<file path="src/rtl/spi_csr_if.sv">
// Register request bus between spi_slave and the logic-domain CSR responder.
//   wen/ren : single-cycle write/read request pulses
//   addr    : register address (AW bits)
//   wdata   : write data (DW bits)
//   rdata   : registered read data, holds until the next read
//   rvalid  : one-cycle pulse marking rdata valid
// master: the requester (spi_slave side); slave: the responder.
interface spi_csr_if #(
  parameter int unsigned AW = 4,
  parameter int unsigned DW = 8
) ();
  logic          wen;
  logic          ren;
  logic [AW-1:0] addr;
  logic [DW-1:0] wdata;
  logic [DW-1:0] rdata;
  logic          rvalid;

  modport master (output wen, ren, addr, wdata, input  rdata, rvalid);
  modport slave  (input  wen, ren, addr, wdata, output rdata, rvalid);
endinterface

</file>
<file path="src/rtl/spi_csr_responder.sv">
// CSR responder behind spi_slave: config/status registers, command strobe,
// W1C event flags and two byte FIFOs (host->core TX, core->host RX).
// Ports:
//   clk, rst_slave   : clock, asynchronous active-high reset
//   bus              : register request bus (spi_csr_if.slave)
//   cfg_q            : config regs 0x0-0x7, reg n at [n*DW +: DW]
//   start_pulse      : one-cycle core start after a CMD write with bit0 set
//   busy, done       : core status level / completion pulse
//   tx_data/valid/ready : host->core FIFO head and pop handshake
//   rx_data/valid/ready : core->host FIFO push handshake
module spi_csr_responder #(
  parameter int unsigned   DW         = 8,
  parameter int unsigned   AW         = 4,
  parameter int unsigned   FIFO_DEPTH = 4,
  parameter logic [DW-1:0] ID_VALUE   = 'h3C
) (
  input  logic            clk,
  input  logic            rst_slave,
  spi_csr_if.slave        bus,
  output logic [8*DW-1:0] cfg_q,
  output logic            start_pulse,
  input  logic            busy,
  input  logic            done,
  output logic [DW-1:0]   tx_data,
  output logic            tx_valid,
  input  logic            tx_ready,
  input  logic [DW-1:0]   rx_data,
  input  logic            rx_valid,
  output logic            rx_ready
);
  localparam int unsigned PW = $clog2(FIFO_DEPTH);
  localparam int unsigned CW = PW + 1;

  localparam logic [AW-1:0] A_CFG_END = AW'(8);
  localparam logic [AW-1:0] A_CMD     = AW'(8);
  localparam logic [AW-1:0] A_STATUS  = AW'(9);
  localparam logic [AW-1:0] A_FLAGS   = AW'(10);
  localparam logic [AW-1:0] A_TX      = AW'(11);
  localparam logic [AW-1:0] A_RX      = AW'(12);
  localparam logic [AW-1:0] A_RXCNT   = AW'(13);
  localparam logic [AW-1:0] A_ID      = AW'(14);
  localparam logic [AW-1:0] A_SCRATCH = AW'(15);
  localparam logic [CW-1:0] CNT_FULL  = CW'(FIFO_DEPTH);

  logic [DW-1:0] scratch;
  logic          done_flag, tx_ovf, rx_udf;

  logic [DW-1:0] tx_mem [FIFO_DEPTH];
  logic [PW-1:0] tx_wr, tx_rd;
  logic [CW-1:0] tx_cnt;
  logic [DW-1:0] rx_mem [FIFO_DEPTH];
  logic [PW-1:0] rx_wr, rx_rd;
  logic [CW-1:0] rx_cnt;

  logic          wr_en, rd_en;
  logic          tx_full, tx_empty, rx_full, rx_empty;
  logic          tx_push_req, tx_push, tx_pop;
  logic          rx_pop_req, rx_pop, rx_push;
  logic [2:0]    flag_clr;
  logic [7:0]    status;
  logic [DW-1:0] rd_mux;

  // Request decode and FIFO handshakes; a write wins over a same-cycle read.
  always_comb begin
    wr_en       = bus.wen;
    rd_en       = bus.ren & ~bus.wen;
    tx_full     = (tx_cnt == CNT_FULL);
    tx_empty    = (tx_cnt == '0);
    rx_full     = (rx_cnt == CNT_FULL);
    rx_empty    = (rx_cnt == '0);
    tx_pop      = ~tx_empty & tx_ready;
    tx_push_req = wr_en & (bus.addr == A_TX);
    // A full FIFO still takes the push when the core frees a slot this cycle.
    tx_push     = tx_push_req & (~tx_full | tx_pop);
    rx_push     = rx_valid & ~rx_full;
    rx_pop_req  = rd_en & (bus.addr == A_RX);
    rx_pop      = rx_pop_req & ~rx_empty;
    flag_clr    = (wr_en && bus.addr == A_FLAGS) ? bus.wdata[2:0] : 3'b000;
    status      = {busy, done_flag, tx_full, tx_empty, rx_full, rx_empty, tx_ovf, rx_udf};
  end

  // Read data mux over pre-update state.
  always_comb begin
    rd_mux = '0;
    case (bus.addr)
      A_CMD:     rd_mux = '0;
      A_STATUS:  rd_mux = DW'(status);
      A_FLAGS:   rd_mux = DW'({rx_udf, tx_ovf, done_flag});
      A_TX:      rd_mux = DW'(tx_cnt);
      A_RX:      rd_mux = rx_empty ? '0 : rx_mem[rx_rd];
      A_RXCNT:   rd_mux = DW'(rx_cnt);
      A_ID:      rd_mux = ID_VALUE;
      A_SCRATCH: rd_mux = scratch;
      default: begin
        if (bus.addr < A_CFG_END) rd_mux = cfg_q[32'(bus.addr[2:0]) * DW +: DW];
      end
    endcase
  end

  assign tx_valid = ~tx_empty;
  assign tx_data  = tx_mem[tx_rd];
  assign rx_ready = ~rx_full;

  // Register file, flags and read response.
  always_ff @(posedge clk or posedge rst_slave) begin
    if (rst_slave) begin
      bus.rdata   <= '0;
      bus.rvalid  <= 1'b0;
      start_pulse <= 1'b0;
      cfg_q       <= '0;
      scratch     <= '0;
      done_flag   <= 1'b0;
      tx_ovf      <= 1'b0;
      rx_udf      <= 1'b0;
    end else begin
      bus.rvalid  <= rd_en;
      if (rd_en) bus.rdata <= rd_mux;
      start_pulse <= wr_en & (bus.addr == A_CMD) & bus.wdata[0];
      if (wr_en && bus.addr < A_CFG_END) cfg_q[32'(bus.addr[2:0]) * DW +: DW] <= bus.wdata;
      if (wr_en && bus.addr == A_SCRATCH) scratch <= bus.wdata;
      // Set beats a same-cycle write-one-to-clear.
      done_flag <= (done_flag & ~flag_clr[0]) | done;
      tx_ovf    <= (tx_ovf & ~flag_clr[1]) | (tx_push_req & ~tx_push);
      rx_udf    <= (rx_udf & ~flag_clr[2]) | (rx_pop_req & rx_empty);
    end
  end

  // Host->core FIFO.
  always_ff @(posedge clk or posedge rst_slave) begin
    if (rst_slave) begin
      for (int unsigned i = 0; i < FIFO_DEPTH; i++) tx_mem[i] <= '0;
      tx_wr  <= '0;
      tx_rd  <= '0;
      tx_cnt <= '0;
    end else begin
      if (tx_push) begin
        tx_mem[tx_wr] <= bus.wdata;
        tx_wr         <= tx_wr + PW'(1);
      end
      if (tx_pop) tx_rd <= tx_rd + PW'(1);
      tx_cnt <= tx_cnt + CW'(tx_push) - CW'(tx_pop);
    end
  end

  // Core->host FIFO.
  always_ff @(posedge clk or posedge rst_slave) begin
    if (rst_slave) begin
      for (int unsigned i = 0; i < FIFO_DEPTH; i++) rx_mem[i] <= '0;
      rx_wr  <= '0;
      rx_rd  <= '0;
      rx_cnt <= '0;
    end else begin
      if (rx_push) begin
        rx_mem[rx_wr] <= rx_data;
        rx_wr         <= rx_wr + PW'(1);
      end
      if (rx_pop) rx_rd <= rx_rd + PW'(1);
      rx_cnt <= rx_cnt + CW'(rx_push) - CW'(rx_pop);
    end
  end
endmodule

</file>
<file path="src/flat_wrapper.sv">
// flat-port wrapper written by rule: the top's interface ports become plain ports
module spi_csr_responder_flat 
#(
  parameter int unsigned   DW         = 8,
  parameter int unsigned   AW         = 4,
  parameter int unsigned   FIFO_DEPTH = 4,
  parameter logic [DW-1:0] ID_VALUE   = 'h3C
)
  (clk, rst_slave, cfg_q, start_pulse, busy, done, tx_data, tx_valid, tx_ready, rx_data, rx_valid, rx_ready, bus_wen, bus_ren, bus_addr, bus_wdata, bus_rdata, bus_rvalid);
  spi_csr_if #(.AW(AW), .DW(DW)) bus_i ();
  input  logic clk;
  input  logic rst_slave;
  output logic [8*DW-1:0] cfg_q;
  output logic start_pulse;
  input  logic busy;
  input  logic done;
  output logic [DW-1:0] tx_data;
  output logic tx_valid;
  input  logic tx_ready;
  input  logic [DW-1:0] rx_data;
  input  logic rx_valid;
  output logic rx_ready;
  input wire logic [$bits(bus_i.wen)-1:0] bus_wen;
  input wire logic [$bits(bus_i.ren)-1:0] bus_ren;
  input wire logic [$bits(bus_i.addr)-1:0] bus_addr;
  input wire logic [$bits(bus_i.wdata)-1:0] bus_wdata;
  output wire logic [$bits(bus_i.rdata)-1:0] bus_rdata;
  output wire logic [$bits(bus_i.rvalid)-1:0] bus_rvalid;
  assign bus_i.wen = bus_wen;
  assign bus_i.ren = bus_ren;
  assign bus_i.addr = bus_addr;
  assign bus_i.wdata = bus_wdata;
  assign bus_rdata = bus_i.rdata;
  assign bus_rvalid = bus_i.rvalid;
  spi_csr_responder #(.DW(DW), .AW(AW), .FIFO_DEPTH(FIFO_DEPTH), .ID_VALUE(ID_VALUE)) u_core (.clk(clk), .rst_slave(rst_slave), .bus(bus_i), .cfg_q(cfg_q), .start_pulse(start_pulse), .busy(busy), .done(done), .tx_data(tx_data), .tx_valid(tx_valid), .tx_ready(tx_ready), .rx_data(rx_data), .rx_valid(rx_valid), .rx_ready(rx_ready));
endmodule
</file>
<file path="config.mk">
export PLATFORM = sky130hd
export DESIGN_NAME = spi_csr_responder_flat
export DESIGN_NICKNAME = d
export VERILOG_FILES = /design/src/rtl/spi_csr_if.sv /design/src/rtl/spi_csr_responder.sv /design/src/flat_wrapper.sv
export SDC_FILE = /design/constraint.sdc
export NUM_CORES = 1
export LEC_CHECK = 0
export BUFFER_PORTS_ARGS = -buffer_cell sky130_fd_sc_hd__buf_2
export CAP_MARGIN = 20
export CORE_ASPECT_RATIO = 1.4
export CORE_MARGIN = 4
export CORE_UTILIZATION = 57
export CTS_BUF_LIST = sky130_fd_sc_hd__clkbuf_16
export CTS_CLUSTER_DIAMETER = 40
export CTS_CLUSTER_SIZE = 25
export DETAILED_ROUTE_END_ITERATION = 10
export GPL_TIMING_DRIVEN = 0
export PLACE_DENSITY = 0.8
export SLEW_MARGIN = 25
export SYNTH_ARGS = -nofsm -noshare
export SYNTH_HDL_FRONTEND = slang
export SYNTH_SLANG_ARGS = --single-unit
</file>
<file path="constraint.sdc">
create_clock -name clk -period 7.6 [get_ports clk]
set_input_delay 1.52 -clock clk [delete_from_list [all_inputs] [get_ports clk]]
set_output_delay 1.52 -clock clk [all_outputs]
set_load 0.005 [all_outputs]
</file>
==> results of run 1 <==
==> layout by cell type, fill, tap and decap left out, drive strengths merged, types with 3 or more instances in the layout <==
cell type and instances:
dfrtp 163, nor2 12, and2 6, a21oi 5
clkinvlp 3, a22oi 8, clkbuf 37, bufinv 3
o21ai 62, nand3 18, inv 30, mux2i 6
buf 123, xnor2 8, nor3 3, and3 4
mux2 82, ha 17, nand2 96, clkinv 4
nor2b 4, and3b 4, a31oi 5, mux4 29
a221oi 4, nor3b 3
==> metal layers <==
layer  GRT usage  up-vias  wire length (µm)
li1            -     2481                 -
met1       0.328     2930              7610
met2       0.454      281             10400
met3      0.0701       66              1590
met4       0.134        2               934
met5           0        -                18
==> cell families (layout without fill, tap and decap cells) <==
logic type	after synthesis	count (layout)	synth area share
multiplexers	117	117	0.214
AO/OA/AOI/OAI	96	96	0.0741
flip-flops	163	163	0.530
adder cells (fa/ha/maj)	19	19	0.0328
XOR/XNOR	10	10	0.0114
AND/OR/NAND/NOR	158	158	0.101
buffers and inverters	62	200	0.0369
==> worst max-delay path, delay by kind of cell <==
kind | cells | cell delay (ps)
adders and majority gates | 4 | 1090
buffers and inverters | 7 | 1050
and+or+nand+nor | 3 | 570
xor gates and xnor gates | 2 | 330
==> final cells by class <==
type | count | area share
inverters | 26 | 0.0115
well taps | 182 | 0.0250
clock inverters | 14 | 0.0198
multi-input cells | 400 | 0.367
clock buffers | 17 | 0.0467
flip-flops and latches | 163 | 0.448
plain buffers | 36 | 0.0205
repair buffers | 107 | 0.0613
==> flip-flops by register name, summed over array words and instances (netlist names) <==
name and flops:
u_core.cfg_q 64, u_core.bus.rdata 8, u_core.bus.rvalid 1, u_core.tx_wr 2
u_core.rx_cnt 3, u_core.tx_rd 2, u_core.tx_mem 32, u_core.tx_ovf 1
u_core.rx_wr 2, u_core.rx_udf 1, u_core.scratch 8, u_core.rx_mem 32
u_core.done_flag 1, u_core.start_pulse 1, u_core.rx_rd 2, u_core.tx_cnt 3
==> worst paths after layout <==
check	startpoint	end	slack [ps]	cells past startpoint
worst max-delay path	bus_addr[0]	u_core.rx_cnt[2]	3370	16
worst min-delay path	u_core.cfg_q[28]	u_core.cfg_q[28]	500	2
worst max register to register	u_core.rx_cnt[1]	u_core.rx_cnt[2]	4930	11
worst min register to register	u_core.cfg_q[28]	u_core.cfg_q[28]	500	2
max in group asynchronous	rst_slave	u_core.cfg_q[19]	5620	3
min in group asynchronous	rst_slave	u_core.tx_mem[24]	1180	2
==> per-stage QoR <==
step	utilization	cell area [µm²]	hold WS [ps]
after floorplan	-	7700	459
after global placement	0.635	8460	475
after detailed placement	0.638	8500	488
after CTS	0.683	9100	503
after global routing	0.683	9100	516
final	0.683	9100	501
==> power breakdown <==
| part | total (W) | switching (W) | internal, W |
|---|---|---|---|
| clock network | 0.000881 | 0.000361 | 0.000520 |
| logic | 0.000797 | 0.000364 | 0.000434 |
| registers | 0.00128 | 0.000164 | 0.00112 |
| total | 0.00296 | 0.000889 | 0.00207 |
==> synthesized netlist by cell type, types with 2 or more instances <==
cell and count:
mux4_1 4, and3_1 4, clkbuf_1 20, a21oi_1 5
a41oi_1 2, nor2b_1 4, o21ai_0 60, xnor2_1 8
fa_1 2, dfrtp_1 163, or3_1 2, mux4_2 25
mux2_2 82, nand2b_1 2, a22oi_1 8, nand2_2 8
mux2i_1 6, o21ai_1 2, and3b_1 4, a32o_1 2
xor2_1 2, nor2_1 11, inv_1 26, buf_2 11
a221oi_1 4, nor3_1 2, ha_1 17, a222oi_1 2
nor3b_4 2, nand2_1 87, a31oi_1 5, nand3_1 18
and2_1 5, buf_6 5
==> out/qor.yml, run 1 <==
cp_data_arrival_time_ps: 4570
finalSetupViolCount: 0
synth_edf_count: 0
nets: 798
clk_pin_slew_worst_paths_ps: 60
clock-sinks: 163
via_per_inst: 6.10
status: "completed"
final-seq-area_mm2: 0.00408
hpwl_um: 14800
drv_slew: 0
core-area_mm2: 0.0133
seq_area_frac_synth: 0.530
crit_fanout: 10
grt_usage: 0.272
syn_area_mm2: 0.00770
place_inst: 914
critPathCaptureType: "register"
cts_max_level: 4
stdcell_count: 945
finalWorstSetupSlack_ps: 3370
period_share: 0.557
power.total_w: 0.00296
hold_violations: 0
cts_made_buffers: 17
synthFlopType: "dfrtp_1"
syn_nets: 672
grt_setup_unrepaired: "false"
power_density_mw_per_mm2: 325
crit_required_ps: 7940
multi_input_area_mm2: 0.00334
netlist-cell-type-count: 49
cts_tree: "done"
min_period_ps: 4230
synth_cells: 625
ys_ff_latch: 163
insertion_delay_ps: 420
start_kind: "primary input"
slew_headroom: 0.433
path_cells: "buf_2, buf_6, buf_6, inv_1, ha_1, and3_1, nor2b_1, buf_2, and2_1, ha_1, inv_1, ha_1, inv_1, fa_1, xnor2_1, xnor2_1"
ant_nets: 0
synthToLayoutAreaGrowth_pct: 18.2
drive_above_1_share: 0.360
postCtsHoldBufs: 0
cpMaxStageDelayCell: "fa_1"
p_leak_nw: 4.35
drc: 0
grt_start_max_net_pins: 87
slowest_delay_ps: 400
antenna_found_initial: 1
place.gp.congestion: 0.958
synthArstFlopShare: 1.00
die_area_mm2: 0.0155
fp.dieH_um: 146
drt_pre_antenna_iters: 6
ir_drop_mv: 0.185
tns_ps: 0
cts.repair.resized: 0
clockBufferDepth: 2
pre_cts_ws_ps: 2990
crit_type: "primary input to register"
synth_top_cell_area_share: 0.530
maxCapViolations: 0
placement.io_buffers: 106
fillerInstances: 957
die_x_um: 106
grt_pass1_vias: 6075
synth_area_leader_cell: "dfrtp_1"
tightest_slew_ps: 847
pin_count: 112
wl_per_cell_um: 21.7
ys_warn_count: 0
start_util: 0.578
grt_pass1_wl_um: 32500
synth_area_leaders: "dfrtp_1 53%, mux2_2 12%, mux4_2 7.3%"
wl_um: 20500
rows: 50
overflow: 0
hold_path_class: "register to register"
vias: 5760
fmax_mhz: 236
antennaDiodeCount: 0
finClkSkew_ps: 7.43
syn-mean-instance-area_um2: 12.3
drt-initial-drc-count: 553
ctsRootBufferMaster: "clkbuf_16"
post_cts_buffers: 0
No activity file was read; power rests on OpenSTA's default activity.
==> run 2, diff against run 1 <==
--- a/config.mk
+++ b/config.mk
@@ -5,17 +5,18 @@
 export SDC_FILE = /design/constraint.sdc
 export NUM_CORES = 1
 export LEC_CHECK = 0
+export ABC_AREA = 1
 export BUFFER_PORTS_ARGS = -buffer_cell sky130_fd_sc_hd__buf_2
 export CAP_MARGIN = 20
 export CORE_ASPECT_RATIO = 1.4
 export CORE_MARGIN = 4
-export CORE_UTILIZATION = 57
+export CORE_UTILIZATION = 52
 export CTS_BUF_LIST = sky130_fd_sc_hd__clkbuf_16
 export CTS_CLUSTER_DIAMETER = 40
 export CTS_CLUSTER_SIZE = 25
 export DETAILED_ROUTE_END_ITERATION = 10
 export GPL_TIMING_DRIVEN = 0
-export PLACE_DENSITY = 0.8
+export PLACE_DENSITY = 0.76
 export SLEW_MARGIN = 25
 export SYNTH_ARGS = -nofsm -noshare
 export SYNTH_HDL_FRONTEND = slang
==> constraint.sdc (replaced) <==
create_clock -name clk -period 3.78 [get_ports clk]
set_input_delay 0.756 -clock clk [delete_from_list [all_inputs] [get_ports clk]]
set_output_delay 0.756 -clock clk [all_outputs]
set_load 0.005 [all_outputs]
==> run 2 against run 1 <==
  * Wire length is 20% higher
  * Global-route usage is 1.4 points higher
  * Combinational power is 130% higher
  * Via count is 32% higher
  * Sequential power is 100% higher
  * Clock skew is 1.6 ps higher
  * Sequential share of layout area is 3.6 points lower
  * Flip-flop and latch count stayed put
  * Non-clock buffer count is 14 higher
  * Hold slack worse by 160 ps
==> out/qor.yml, run 2 <==
crit_fanout: 11  # was 10
layout_common_cells: "340 x nand2_1, 163 x dfrtp_1, 133 x buf_2"  # was 163 x dfrtp_1, 117 x buf_2, 87 x nand2_1
path_cells: "buf_2, inv_1, clkbuf_1, ha_1, inv_1, nor2_1, nand2_1, inv_2, nand2_1, inv_1, ha_1, inv_1, ha_1, inv_1, fa_1, xor2_1"  # was buf_2, buf_6, buf_6, inv_1, ha_1, and3_1, nor2b_1, buf_2, and2_1, ha_1, inv_1, ha_1, inv_1, fa_1, xnor2_1, xnor2_1
pin_count: 112  # unchanged
fmax_mhz: 310
grt_pass1_wl_um: 39900  # was 32500 µm
reg_top3: "u_core.cfg_q x64, u_core.rx_mem x32, u_core.tx_mem x32"  # unchanged
hold_path_class: "primary input to async pin"  # was register to register
die_area_mm2: 0.0181  # was 0.0155 mm²
final_common_cell: "nand2_1"  # was dfrtp_1
cts_made_buffers: 17  # unchanged
synthFlopType: "dfrtp_1"  # unchanged
largest_reg_flops: 64  # unchanged
rows: 54  # was 50
stdcell_count: 1424  # was 945
p_leak_nw: 5.22  # was 4.35 nW
nets: 1262  # was 798
wl_per_cell_um: 17.3  # was 21.7 µm
cts_tree: "done"  # unchanged
path_depth: 16  # unchanged
core-area_mm2: 0.0157  # was 0.0133 mm²
fillerInstances: 1405  # was 957
crit_buf_inv: 8  # was 7
start_util: 0.531  # was 0.578
synth_area_leaders: "dfrtp_1 49%, nand2_1 15%, o21ai_0 7.8%"  # was dfrtp_1 53%, mux2_2 12%, mux4_2 7.3%
status: "completed"  # unchanged
pre_cts_ws_ps: 136  # was 2990 ps
ys_top_cells_by_count: "340 x nand2_1, 163 x dfrtp_1, 130 x o21ai_0"  # was 163 x dfrtp_1, 87 x nand2_1, 82 x mux2_2
synth_edf_count: 0  # unchanged
grt_start_max_net_pins: 33  # was 87
vias: 7600  # was 5760
grt_pass1_vias: 7490  # was 6075
ctsRootBufferMaster: "clkbuf_16"  # unchanged
cts_max_level: 4  # unchanged
crit_type: "primary input to register"  # unchanged
antennaDiodeCount: 0  # unchanged
cp_data_arrival_time_ps: 3550  # was 4570 ps
finalWorstSetupSlack_ps: 549  # was 3370 ps
power_density_mw_per_mm2: 634  # was 325 mW/mm²
place.gp.congestion: 1.00  # was 0.958
clk_pin_slew_worst_paths_ps: 60  # about the same
reg2reg_depth: 12  # was 11
critPathCaptureType: "register"  # unchanged
synthToLayoutAreaGrowth_pct: 18.9  # was 18.2%
fin_util: 0.631  # was 0.683
top_register: "u_core.cfg_q"  # unchanged
drive_above_1_share: 0.173  # was 0.360
hold_violations: 0  # unchanged
grt_usage: 0.286  # was 0.272
slew_headroom: 0.614  # was 0.433
synth_area_leader_cell: "dfrtp_1"  # unchanged
cp_common_cell: "inv_1"
yosysMostFrequentCell: "nand2_1"  # was dfrtp_1
synthArstFlopShare: 1.00  # unchanged
drt-initial-drc-count: 547  # was 553
place_inst: 1392  # was 914
antenna_found_initial: 0  # was 1
insertion_delay_ps: 430  # was 420 ps
synth_cells: 1080  # was 625
drc: 0  # unchanged
period_share: 0.855
ant_nets: 0  # unchanged
post_cts_buffers: 0  # unchanged
placement.io_buffers: 110  # was 106
drt_pre_antenna_iters: 6  # unchanged
postCtsHoldBufs: 0  # unchanged
drv_slew: 0  # unchanged
finalSetupViolCount: 0  # unchanged
critPathTopFamily: "adder cells"  # unchanged
finClkSkew_ps: 9.04  # was 7.43 ps
slowest_delay_ps: 440  # was 400 ps
clockBufferDepth: 2  # unchanged
ir_drop_mv: 0.309  # was 0.185 mV
crit_required_ps: 4100  # was 7940 ps
maxCapViolations: 0  # unchanged
fp.dieH_um: 158  # was 146 µm
netlist-cell-type-count: 34  # was 49
clock-sinks: 163  # unchanged
cts.repair.resized: 0  # unchanged
seq_area_frac_synth: 0.490  # was 0.530
via_per_inst: 5.34  # was 6.10
syn_nets: 1127  # was 672
synth_top_cell_area_share: 0.490  # was 0.530
die_x_um: 115  # was 106 µm
min_period_ps: 3230
overflow: 0  # unchanged
tightest_slew_ps: 574  # was 847 ps
ys_warn_count: 0  # unchanged
hpwl_um: 18700  # was 14800 µm
syn-mean-instance-area_um2: 7.70  # was 12.3 µm²
syn_area_mm2: 0.00832  # was 0.00770 mm²
start_kind: "primary input"  # unchanged
cpMaxStageDelayCell: "clkbuf_1"  # was fa_1
grt_setup_unrepaired: "false"  # unchanged
wl_um: 24700  # was 20500 µm
ys_ff_latch: 163  # unchanged
-- run 2: cells by family after synthesis --
| family | count (synthesis) | synth area share |
|---|---|---|
| compound gates | 208 | 0.133 |
| xor+xnor | 7 | 0.00827 |
| fa+ha+maj | 19 | 0.0304 |
| buf+inv | 167 | 0.0847 |
| flops | 163 | 0.490 |
| simple gates | 516 | 0.253 |
-- run 2: layout make-up --
cell class,count,area [µm²],area share
clock inverter,15,205,0.0207
tap,196,245,0.0248
sequential,163,4080,0.412
clock buffer,17,425,0.0430
buffer,41,231,0.0234
timing repair buffer,116,693,0.0701
inverter,126,477,0.0482
multi-input combinational,750,3530,0.357
-- run 2: where the power goes --
group          leakage (nW)  internal, W  switching (W)
Combinational          2.82     0.000680        0.00117
Sequential             2.10      0.00225       0.000315
Clock                 0.295      0.00111       0.000741
Total                  5.22      0.00404        0.00222
-- run 2: metrics by stage --
stage	hold slack, ps	TNS [ps]	total power, W	area, µm²
after floorplan	442	0	0.00374	8320
after global placement	455	-6770	0.00434	9120
after detailed placement	461	0	0.00442	9260
after CTS	345	0	0.00629	9890
after global routing	359	0	0.00670	9890
final	341	0	0.00627	9890
-- run 2: metal layers --
layer	track usage	routed length (µm)
met1	0.343	9550
met3	0.0623	1360
met2	0.476	12400
met5	0	0
met4	0.160	1330
-- run 2: path summary, 6_finish.rpt --
kind / slack, ps / to / startpoint
max reg2reg: 1500 / u_core.rx_cnt[2] / u_core.rx_cnt[1]
min: 340 / u_core.rx_mem[9] / rst_slave
min reg2reg: 480 / u_core.tx_mem[8] / u_core.tx_mem[8]
max in group asynchronous: 2380 / u_core.cfg_q[30] / rst_slave
min in group clk: 480 / u_core.tx_mem[8] / u_core.tx_mem[8]
max: 550 / u_core.rx_cnt[2] / bus_addr[1]
